--- src/rtl/bp_btb_gshare_pkg.sv ---
// Shared definitions for the branch predictor: PC geometry, width helper,
// the counter reset value and the saturating counter step.
// No ports.
package bp_pkg;

  localparam int PC_W       = 32;
  localparam int INSN_BYTES = 4;

  // Ceiling log2, usable in parameter expressions.
  function automatic int clog2(input int value);
    int r;
    r = 0;
    for (int i = 0; i < 31; i++) begin
      if ((1 << i) < value) r = i + 1;
    end
    return r;
  endfunction

  // Weakly not-taken: MSB clear, all lower bits set (0 for a 1-bit counter).
  function automatic int ctr_reset_val(input int ctr_bits);
    return (1 << (ctr_bits - 1)) - 1;
  endfunction

  // One saturating step of a ctr_bits-wide counter.
  function automatic int sat_step(input int value, input logic up, input int ctr_bits);
    int max_val;
    max_val = (1 << ctr_bits) - 1;
    if (up) return (value >= max_val) ? value : value + 1;
    else    return (value == 0) ? 0 : value - 1;
  endfunction

endpackage

--- src/rtl/bp_btb_gshare_if.sv ---
// Bundle between the pipeline and the branch predictor.
//   IF side : if_pc, if_is_ctrl -> pred_pc, pred_taken, pred_pht_idx
//   EX side : ex_valid, ex_pc, ex_taken, ex_target, ex_pred_pc, ex_pht_idx
//             -> mispredict, redirect_pc
//   Stats   : stat_branches, stat_mispred
// master = pipeline, slave = predictor.
interface bp_btb_gshare_if
  import bp_pkg::*;
#(
  parameter int PIDX_W = 6,
  parameter int STAT_W = 32
);

  logic [PC_W-1:0]   if_pc;
  logic              if_is_ctrl;
  logic [PC_W-1:0]   pred_pc;
  logic              pred_taken;
  logic [PIDX_W-1:0] pred_pht_idx;

  logic              ex_valid;
  logic [PC_W-1:0]   ex_pc;
  logic              ex_taken;
  logic [PC_W-1:0]   ex_target;
  logic [PC_W-1:0]   ex_pred_pc;
  logic [PIDX_W-1:0] ex_pht_idx;
  logic              mispredict;
  logic [PC_W-1:0]   redirect_pc;

  logic [STAT_W-1:0] stat_branches;
  logic [STAT_W-1:0] stat_mispred;

  modport master (
    output if_pc, if_is_ctrl,
    input  pred_pc, pred_taken, pred_pht_idx,
    output ex_valid, ex_pc, ex_taken, ex_target, ex_pred_pc, ex_pht_idx,
    input  mispredict, redirect_pc,
    input  stat_branches, stat_mispred
  );

  modport slave (
    input  if_pc, if_is_ctrl,
    output pred_pc, pred_taken, pred_pht_idx,
    input  ex_valid, ex_pc, ex_taken, ex_target, ex_pred_pc, ex_pht_idx,
    output mispredict, redirect_pc,
    output stat_branches, stat_mispred
  );

endinterface

--- src/rtl/bp_btb_gshare_sat_counter_array.sv ---
// Pattern history table storage: ENTRIES saturating counters of CTR_BITS.
// Ports:
//   clk, reset : clock, synchronous active-high reset (loads weakly not-taken)
//   rd_idx     : combinational read index
//   rd_taken   : MSB of the counter at rd_idx (pre-update value)
//   wr_en      : apply one inc/dec at wr_idx on this edge
//   wr_idx     : counter to update
//   wr_up      : 1 = increment, 0 = decrement (both saturate)
module sat_counter_array
  import bp_pkg::*;
#(
  parameter int ENTRIES  = 64,
  parameter int CTR_BITS = 2,
  parameter int IDX_W    = clog2(ENTRIES)
) (
  input  logic             clk,
  input  logic             reset,
  input  logic [IDX_W-1:0] rd_idx,
  output logic             rd_taken,
  input  logic             wr_en,
  input  logic [IDX_W-1:0] wr_idx,
  input  logic             wr_up
);

  localparam logic [CTR_BITS-1:0] CTR_INIT = CTR_BITS'(ctr_reset_val(CTR_BITS));

  logic [CTR_BITS-1:0] ctr [ENTRIES];

  always_ff @(posedge clk) begin
    if (reset) begin
      for (int i = 0; i < ENTRIES; i++) ctr[i] <= CTR_INIT;
    end else if (wr_en) begin
      ctr[wr_idx] <= CTR_BITS'(sat_step(int'(ctr[wr_idx]), wr_up, CTR_BITS));
    end
  end

  assign rd_taken = ctr[rd_idx][CTR_BITS-1];

endmodule

--- src/rtl/bp_btb_gshare.sv ---
// Branch predictor: direct-mapped BTB plus gshare PHT (bimodal when
// GHR_BITS = 0). IF reads a combinational prediction; EX resolves and both
// tables, the global history and the stats are trained on the next edge.
// Ports:
//   clk, reset : clock, synchronous active-high reset
//   bus        : bp_btb_gshare_if.slave (IF lookup, EX resolve, stats);
//                its PIDX_W/STAT_W must match this module's parameters.
module bp_btb_gshare
  import bp_pkg::*;
#(
  parameter int BTB_ENTRIES = 32,
  parameter int PHT_ENTRIES = 64,
  parameter int CTR_BITS    = 2,
  parameter int GHR_BITS    = 6,
  parameter int STAT_W      = 32
) (
  input logic           clk,
  input logic           reset,
  bp_btb_gshare_if.slave bus
);

  localparam int OFS_W  = clog2(INSN_BYTES);
  localparam int IDX_W  = clog2(BTB_ENTRIES);
  localparam int PIDX_W = clog2(PHT_ENTRIES);
  localparam int TAG_W  = PC_W - IDX_W - OFS_W;
  localparam int GHR_W  = (GHR_BITS > 0) ? GHR_BITS : 1;

  // ---------------- BTB ----------------
  logic [BTB_ENTRIES-1:0] btb_valid;
  logic [TAG_W-1:0]       btb_tag    [BTB_ENTRIES];
  logic [PC_W-1:0]        btb_target [BTB_ENTRIES];

  logic [IDX_W-1:0] rd_idx, wr_idx;
  logic [TAG_W-1:0] rd_tag, wr_tag;
  logic             btb_hit;
  logic             train_taken;

  assign rd_idx  = bus.if_pc[IDX_W+OFS_W-1:OFS_W];
  assign rd_tag  = bus.if_pc[PC_W-1:IDX_W+OFS_W];
  assign wr_idx  = bus.ex_pc[IDX_W+OFS_W-1:OFS_W];
  assign wr_tag  = bus.ex_pc[PC_W-1:IDX_W+OFS_W];
  assign btb_hit = bus.if_is_ctrl && btb_valid[rd_idx] && (btb_tag[rd_idx] == rd_tag);

  // Taken resolves write the entry whether it hit or missed: on a hit the
  // tag is unchanged and only the target moves, on a miss it is replaced.
  assign train_taken = bus.ex_valid && bus.ex_taken;

  always_ff @(posedge clk) begin
    if (reset) btb_valid <= '0;
    else if (train_taken) btb_valid[wr_idx] <= 1'b1;
  end

  always_ff @(posedge clk) begin
    if (!reset && train_taken) begin
      btb_tag[wr_idx]    <= wr_tag;
      btb_target[wr_idx] <= bus.ex_target;
    end
  end

  // ---------------- Global history ----------------
  logic [GHR_W-1:0]  ghr;
  logic [PIDX_W-1:0] hist;

  generate
    if (GHR_BITS > 0) begin : g_ghr
      always_ff @(posedge clk) begin
        if (reset) ghr <= '0;
        else if (bus.ex_valid) ghr <= GHR_W'({ghr, bus.ex_taken});
      end
    end else begin : g_bimodal
      assign ghr = '0;
    end
  endgenerate

  always_comb begin
    hist = '0;
    hist[GHR_W-1:0] = ghr;
  end

  // ---------------- PHT ----------------
  logic [PIDX_W-1:0] pht_rd_idx;
  logic              pht_taken;

  assign pht_rd_idx = bus.if_pc[PIDX_W+OFS_W-1:OFS_W] ^ hist;

  sat_counter_array #(
    .ENTRIES  (PHT_ENTRIES),
    .CTR_BITS (CTR_BITS),
    .IDX_W    (PIDX_W)
  ) u_pht (
    .clk      (clk),
    .reset    (reset),
    .rd_idx   (pht_rd_idx),
    .rd_taken (pht_taken),
    .wr_en    (bus.ex_valid),
    .wr_idx   (bus.ex_pht_idx),
    .wr_up    (bus.ex_taken)
  );

  // ---------------- Lookup ----------------
  // Gating with reset keeps the prediction not-taken while the tables are
  // still being cleared (including the very first reset cycle).
  assign bus.pred_taken   = !reset && btb_hit && pht_taken;
  assign bus.pred_pc      = bus.pred_taken ? btb_target[rd_idx]
                                           : bus.if_pc + PC_W'(INSN_BYTES);
  assign bus.pred_pht_idx = pht_rd_idx;

  // ---------------- Resolve ----------------
  logic [PC_W-1:0] ex_seq_pc, correct_pc;

  assign ex_seq_pc       = bus.ex_pc + PC_W'(INSN_BYTES);
  assign correct_pc      = bus.ex_taken ? bus.ex_target : ex_seq_pc;
  assign bus.mispredict  = bus.ex_valid && (correct_pc != bus.ex_pred_pc);
  assign bus.redirect_pc = bus.ex_valid ? correct_pc : ex_seq_pc;

  // ---------------- Stats ----------------
  logic [STAT_W-1:0] n_branches, n_mispred;

  always_ff @(posedge clk) begin
    if (reset) begin
      n_branches <= '0;
      n_mispred  <= '0;
    end else if (bus.ex_valid) begin
      if (n_branches != '1) n_branches <= n_branches + 1'b1;
      if (bus.mispredict && (n_mispred != '1)) n_mispred <= n_mispred + 1'b1;
    end
  end

  assign bus.stat_branches = n_branches;
  assign bus.stat_mispred  = n_mispred;

endmodule

--- src/flat_wrapper.sv ---
// flat-port wrapper written by rule: the top's interface ports become plain ports
module bp_btb_gshare_flat import bp_pkg::*;
#(
  parameter int BTB_ENTRIES = 32,
  parameter int PHT_ENTRIES = 64,
  parameter int CTR_BITS    = 2,
  parameter int GHR_BITS    = 6,
  parameter int STAT_W      = 32
)
  (clk, reset, bus_if_pc, bus_if_is_ctrl, bus_pred_pc, bus_pred_taken, bus_pred_pht_idx, bus_ex_valid, bus_ex_pc, bus_ex_taken, bus_ex_target, bus_ex_pred_pc, bus_ex_pht_idx, bus_mispredict, bus_redirect_pc, bus_stat_branches, bus_stat_mispred);
  bp_btb_gshare_if #(.PIDX_W(6), .STAT_W(STAT_W)) bus_i ();
  input logic clk;
  input logic reset;
  input wire logic [$bits(bus_i.if_pc)-1:0] bus_if_pc;
  input wire logic [$bits(bus_i.if_is_ctrl)-1:0] bus_if_is_ctrl;
  output wire logic [$bits(bus_i.pred_pc)-1:0] bus_pred_pc;
  output wire logic [$bits(bus_i.pred_taken)-1:0] bus_pred_taken;
  output wire logic [$bits(bus_i.pred_pht_idx)-1:0] bus_pred_pht_idx;
  input wire logic [$bits(bus_i.ex_valid)-1:0] bus_ex_valid;
  input wire logic [$bits(bus_i.ex_pc)-1:0] bus_ex_pc;
  input wire logic [$bits(bus_i.ex_taken)-1:0] bus_ex_taken;
  input wire logic [$bits(bus_i.ex_target)-1:0] bus_ex_target;
  input wire logic [$bits(bus_i.ex_pred_pc)-1:0] bus_ex_pred_pc;
  input wire logic [$bits(bus_i.ex_pht_idx)-1:0] bus_ex_pht_idx;
  output wire logic [$bits(bus_i.mispredict)-1:0] bus_mispredict;
  output wire logic [$bits(bus_i.redirect_pc)-1:0] bus_redirect_pc;
  output wire logic [$bits(bus_i.stat_branches)-1:0] bus_stat_branches;
  output wire logic [$bits(bus_i.stat_mispred)-1:0] bus_stat_mispred;
  assign bus_i.if_pc = bus_if_pc;
  assign bus_i.if_is_ctrl = bus_if_is_ctrl;
  assign bus_pred_pc = bus_i.pred_pc;
  assign bus_pred_taken = bus_i.pred_taken;
  assign bus_pred_pht_idx = bus_i.pred_pht_idx;
  assign bus_i.ex_valid = bus_ex_valid;
  assign bus_i.ex_pc = bus_ex_pc;
  assign bus_i.ex_taken = bus_ex_taken;
  assign bus_i.ex_target = bus_ex_target;
  assign bus_i.ex_pred_pc = bus_ex_pred_pc;
  assign bus_i.ex_pht_idx = bus_ex_pht_idx;
  assign bus_mispredict = bus_i.mispredict;
  assign bus_redirect_pc = bus_i.redirect_pc;
  assign bus_stat_branches = bus_i.stat_branches;
  assign bus_stat_mispred = bus_i.stat_mispred;
  bp_btb_gshare #(.BTB_ENTRIES(BTB_ENTRIES), .PHT_ENTRIES(PHT_ENTRIES), .CTR_BITS(CTR_BITS), .GHR_BITS(GHR_BITS), .STAT_W(STAT_W)) u_core (.clk(clk), .reset(reset), .bus(bus_i));
endmodule
--- config.mk ---
export PLATFORM = sky130hd
export DESIGN_NAME = bp_btb_gshare_flat
export DESIGN_NICKNAME = d
export VERILOG_FILES = /design/src/rtl/bp_btb_gshare_pkg.sv /design/src/rtl/bp_btb_gshare_if.sv /design/src/rtl/bp_btb_gshare_sat_counter_array.sv /design/src/rtl/bp_btb_gshare.sv /design/src/flat_wrapper.sv
export SDC_FILE = /design/constraint.sdc
export NUM_CORES = 2
export LEC_CHECK = 0
export CAP_MARGIN = 20
export CORE_MARGIN = 2
export CORE_UTILIZATION = 25
export DETAILED_ROUTE_END_ITERATION = 6
export DONT_BUFFER_PORTS = 1
export GPL_TIMING_DRIVEN = 1
export PLACE_DENSITY = 0.43
export SLEW_MARGIN = 20
export SYNTH_ARGS = -nofsm -noshare
export SYNTH_HDL_FRONTEND = slang
export SYNTH_SLANG_ARGS = --single-unit
--- constraint.sdc ---
create_clock -name clk -period 6.5 [get_ports clk]
set_clock_uncertainty 0.05 [all_clocks]
set_input_delay 0.975 -clock clk [delete_from_list [all_inputs] [get_ports clk]]
set_output_delay 0.975 -clock clk [all_outputs]
set_load 0.02 [all_outputs]
==> flow_summary.ini <==
[detailed_routing]
totalWireLength_mm = 292.4
ant_nets = 0
via_per_inst = 4.930
vias = 45030
first_pass_iters = 7
wl_per_cell_um = 32.01
drc = 0
drt_iter0_drc = 3715

[clocking]
clkLatencyLatePin_ps = 880
clk_pin_slew_ps = 70
cts_sinks = 2054
cts_tree = done
htreeDepth = 4
clockBufferDepth = 4
root_buffer = clkbuf_16
numCtsBuffers = 221

[sta]
period_needed_ps = 6403
slew_violations = 0
tightest_slew_ps = 1193
post-route-period-util_pct = 98.50
final_hold_viol_count = 0
setup_violations = 0
fmax_ghz = 0.1562
slew_headroom_pct = 20.44
rsz0062_at_grt = no

[synthesis]
synth_flop_cell = edfxtp_1
synth_simple_gate_area_share_pct = 4.579
yosysSeqAreaShare_pct = 72.19
async_reset_ff_share_pct = 0
synth-xor-area-share_pct = 1.598
muxShareOfSynthArea_pct = 16.64
synth_nets = 4579
syn_avg_cell_area_sq_um = 18.96
synth_top_family_by_area = multiplexers
yosys.area_share.adder_pct = 0.1281
synth_seq_cells = 2054
netlist_area_sq_um = 84030
synth_edf_count = 1952
synth_compound_area_share_pct = 3.280
yosys_warnings = 0
syn_inst = 4433
ys_types = 77

[worst_hold_path]
hp-class = input pin to register
hp-start = bus_ex_target[0]

[finish]
n_fill_cell = 32650
seqCellArea_sq_um = 60660
utilization_pct = 29.25
syn_to_final_growth_pct = 16.24
multi_input_area_sq_um = 22390
fin_nets = 4706
drive_above_1_share_pct = 23.02

[power_and_ir_drop]
power.leakage_nw = 29.99
p_per_area_nw_per_um2 = 292.2
power_mw = 28.54
vdd_drop_max_v = 0.0002330

[critical_path]
endpoint_kind = output port
critPathArrivalTime_ps = 5380
crit_required_ps = 5470
rr_startpoint = u_core.u_pht.ctr[43][0]
crit_start = bus_if_pc[3]
worstSetupStartpointType = input pin
path_class = input pin to output port
cp_max_fo = 69

[global_route]
grt_usage_pct = 16.74
grt_pass1_vias = 45430
antenna_found_initial = 12
globalRoute.totalOverflow = 0
grt_max_degree = 406
grt_pass1_wl_mm = 394.2

[floorplan]
die_height_um = 583.8
rows = 212
dieArea_sq_um = 340800
core_sq_um = 334000
ios = 275
start_util_pct = 25.16
chipWidth_um = 583.8

[place]
portBuffers = 0
gp_congestion = 0.7750
dp_hpwl_mm = 170.7

[run]
cap_violations = 0

[run_status]
status = complete, no violations
==> synth_stat cells (8+ instances only) <==
| cell | count | area (sq um) |
|---|---|---|
| nor2_1 | 195 | 732.0 |
| clkbuf_1 | 185 | 694.4 |
| a211oi_1 | 10 | 75.07 |
| a22o_1 | 15 | 131.4 |
| a21o_1 | 34 | 255.2 |
| and2_1 | 22 | 137.6 |
| xnor2_1 | 72 | 630.6 |
| inv_1 | 23 | 86.33 |
| buf_1 | 28 | 105.1 |
| nor3b_1 | 9 | 67.56 |
| buf_4 | 17 | 127.6 |
| a21oi_1 | 80 | 400.4 |
| o31ai_1 | 17 | 127.6 |
| a211o_1 | 10 | 87.58 |
| nand2b_1 | 10 | 62.56 |
| or3_1 | 33 | 206.5 |
| nand3b_1 | 8 | 60.06 |
| a221oi_1 | 9 | 78.83 |
| nand4_1 | 40 | 250.2 |
| a31oi_1 | 10 | 62.56 |
| a22oi_1 | 27 | 202.7 |
| nand2_1 | 153 | 574.3 |
| mux2_2 | 11 | 123.9 |
| xor2_1 | 71 | 621.9 |
| or4_1 | 19 | 142.6 |
| nand3_1 | 96 | 480.5 |
| o41ai_1 | 8 | 70.07 |
| nor3_1 | 69 | 345.3 |
| o2111ai_1 | 12 | 105.1 |
| edfxtp_1 | 1952 | 58620 |
| o22ai_1 | 27 | 168.9 |
| mux2_1 | 10 | 112.6 |
| and4_1 | 21 | 183.9 |
| o221ai_1 | 27 | 236.5 |
| dfxtp_1 | 102 | 2042 |
| o21ai_0 | 85 | 425.4 |
| nor2b_1 | 19 | 118.9 |
| buf_2 | 50 | 250.2 |
| and3_1 | 14 | 87.58 |
| mux2i_1 | 203 | 2032 |
| mux4_2 | 520 | 11710 |
| nor4_1 | 28 | 175.2 |
==> cells by family (layout without fill, tap and decap cells) <==
group                      Yosys count  in the layout
AOI/OAI and AO/OA                  407            407
xor gates and xnor gates           147            147
adders and majority gates            9              9
buffers and inverters              311            613
DFF                               2054           2054
muxes                              744            744
other                                0             13
and+or+nand+nor                    761            761
==> per-stage QoR <==
stage	hold slack, ps	TNS (ps)	cells	setup WS [ps]	instance area [sq um]
after floorplan	371.1	0	4433	1241	84050
after global placement	377.8	0	8703	99.14	90120
after detailed placement	385.6	-18560	8709	-634.5	90270
after CTS	32.16	0	9110	74.62	97400
after global routing	60.45	0	9126	4.163	97660
final	105.8	0	9135	97.44	97680
==> repair_timing <==
action                                  4_1_cts  5_1_grt
pin swaps                                     0        0
hold buffers                                  0        0
endpoints found under the setup margin       33       33
gates cloned                                  3        3
buffers inserted                              0        4
resized for setup                             0        2
==> cell type report <==
cell class	count	share of cell area [%]
diodes	13	0.03330
clock buffers	285	6.055
clock inverters	113	1.149
inverters	25	0.09863
multi-input cells	2068	22.92
flip-flops and latches	2054	62.10
well taps	4387	5.619
repair buffers	190	2.023
==> where the power goes <==
part / total (mW) / switching (mW) / internal [mW]
registers: 14.6 / 0.0289 / 14.5
clock network: 12.6 / 5.36 / 7.22
logic: 1.40 / 0.810 / 0.587
total: 28.5 / 6.20 / 22.3
==> path summary, 6_finish.rpt <==
path / to / slack (ps) / cells past startpoint
hold reg to reg: u_core.btb_valid[18] / 400 / 1
setup / recovery: bus_pred_pc[2] / 100 / 15
setup reg to reg: u_core.u_pht.ctr[42][1] / 2840 / 7
hold / removal: u_core.btb_target[18][0] / 110 / 0
==> sequential cells by signal, summed over array words and instances, names as in the netlist <==
signal,count
u_core.bus.stat_branches,32
u_core.ghr,6
u_core.btb_valid,32
u_core.u_pht.ctr,128
u_core.bus.stat_mispred,32
u_core.btb_tag,800
u_core.btb_target,1024
==> cells in the final DEF (no fill, tap or decap), types with 14 or more instances in the layout <==
cell	count
o221ai_1	27
nor3_1	64
buf_4	155
o22ai_1	27
clkbuf_16	227
mux4_2	520
nand3_1	96
nand4_1	40
or3_1	32
nor2_1	166
xnor2_1	71
dfxtp_1	102
nor2_4	29
clkinv_2	33
xor2_1	69
nor2b_1	17
a21oi_1	80
nor4_1	28
bufinv_16	21
and4_1	21
edfxtp_1	1952
o21ai_0	85
and3_1	14
a22oi_1	27
or4_1	19
o31ai_1	17
mux2i_1	202
nand2_1	152
a22o_1	15
clkinv_1	45
inv_1	21
clkbuf_1	53
and2_1	21
a21o_1	34
buf_12	19
==> worst max-delay path: stages <==
cell and delay (ps):
buf_16 380, buf_16 450, nand3b_1 200, buf_4 150
buf_4 130, buf_4 200, o22ai_1 100, o41ai_1 590
xnor2_1 210, nor4_1 320, nand4b_1 300, nor3_4 280
buf_12 340, mux2i_1 290, buf_4 180
==> routing by layer <==
layer  share of wire (%)  vias to the layer above  GRT usage (%)
li1                    -                    18570              -
met1                  41                    24700          21.50
met2                  49                     1387          28.34
met3                 6.4                      369          3.593
met4                 3.0                       10          4.690
met5               0.023                        -              0
Power figures use the tool's default switching activity.
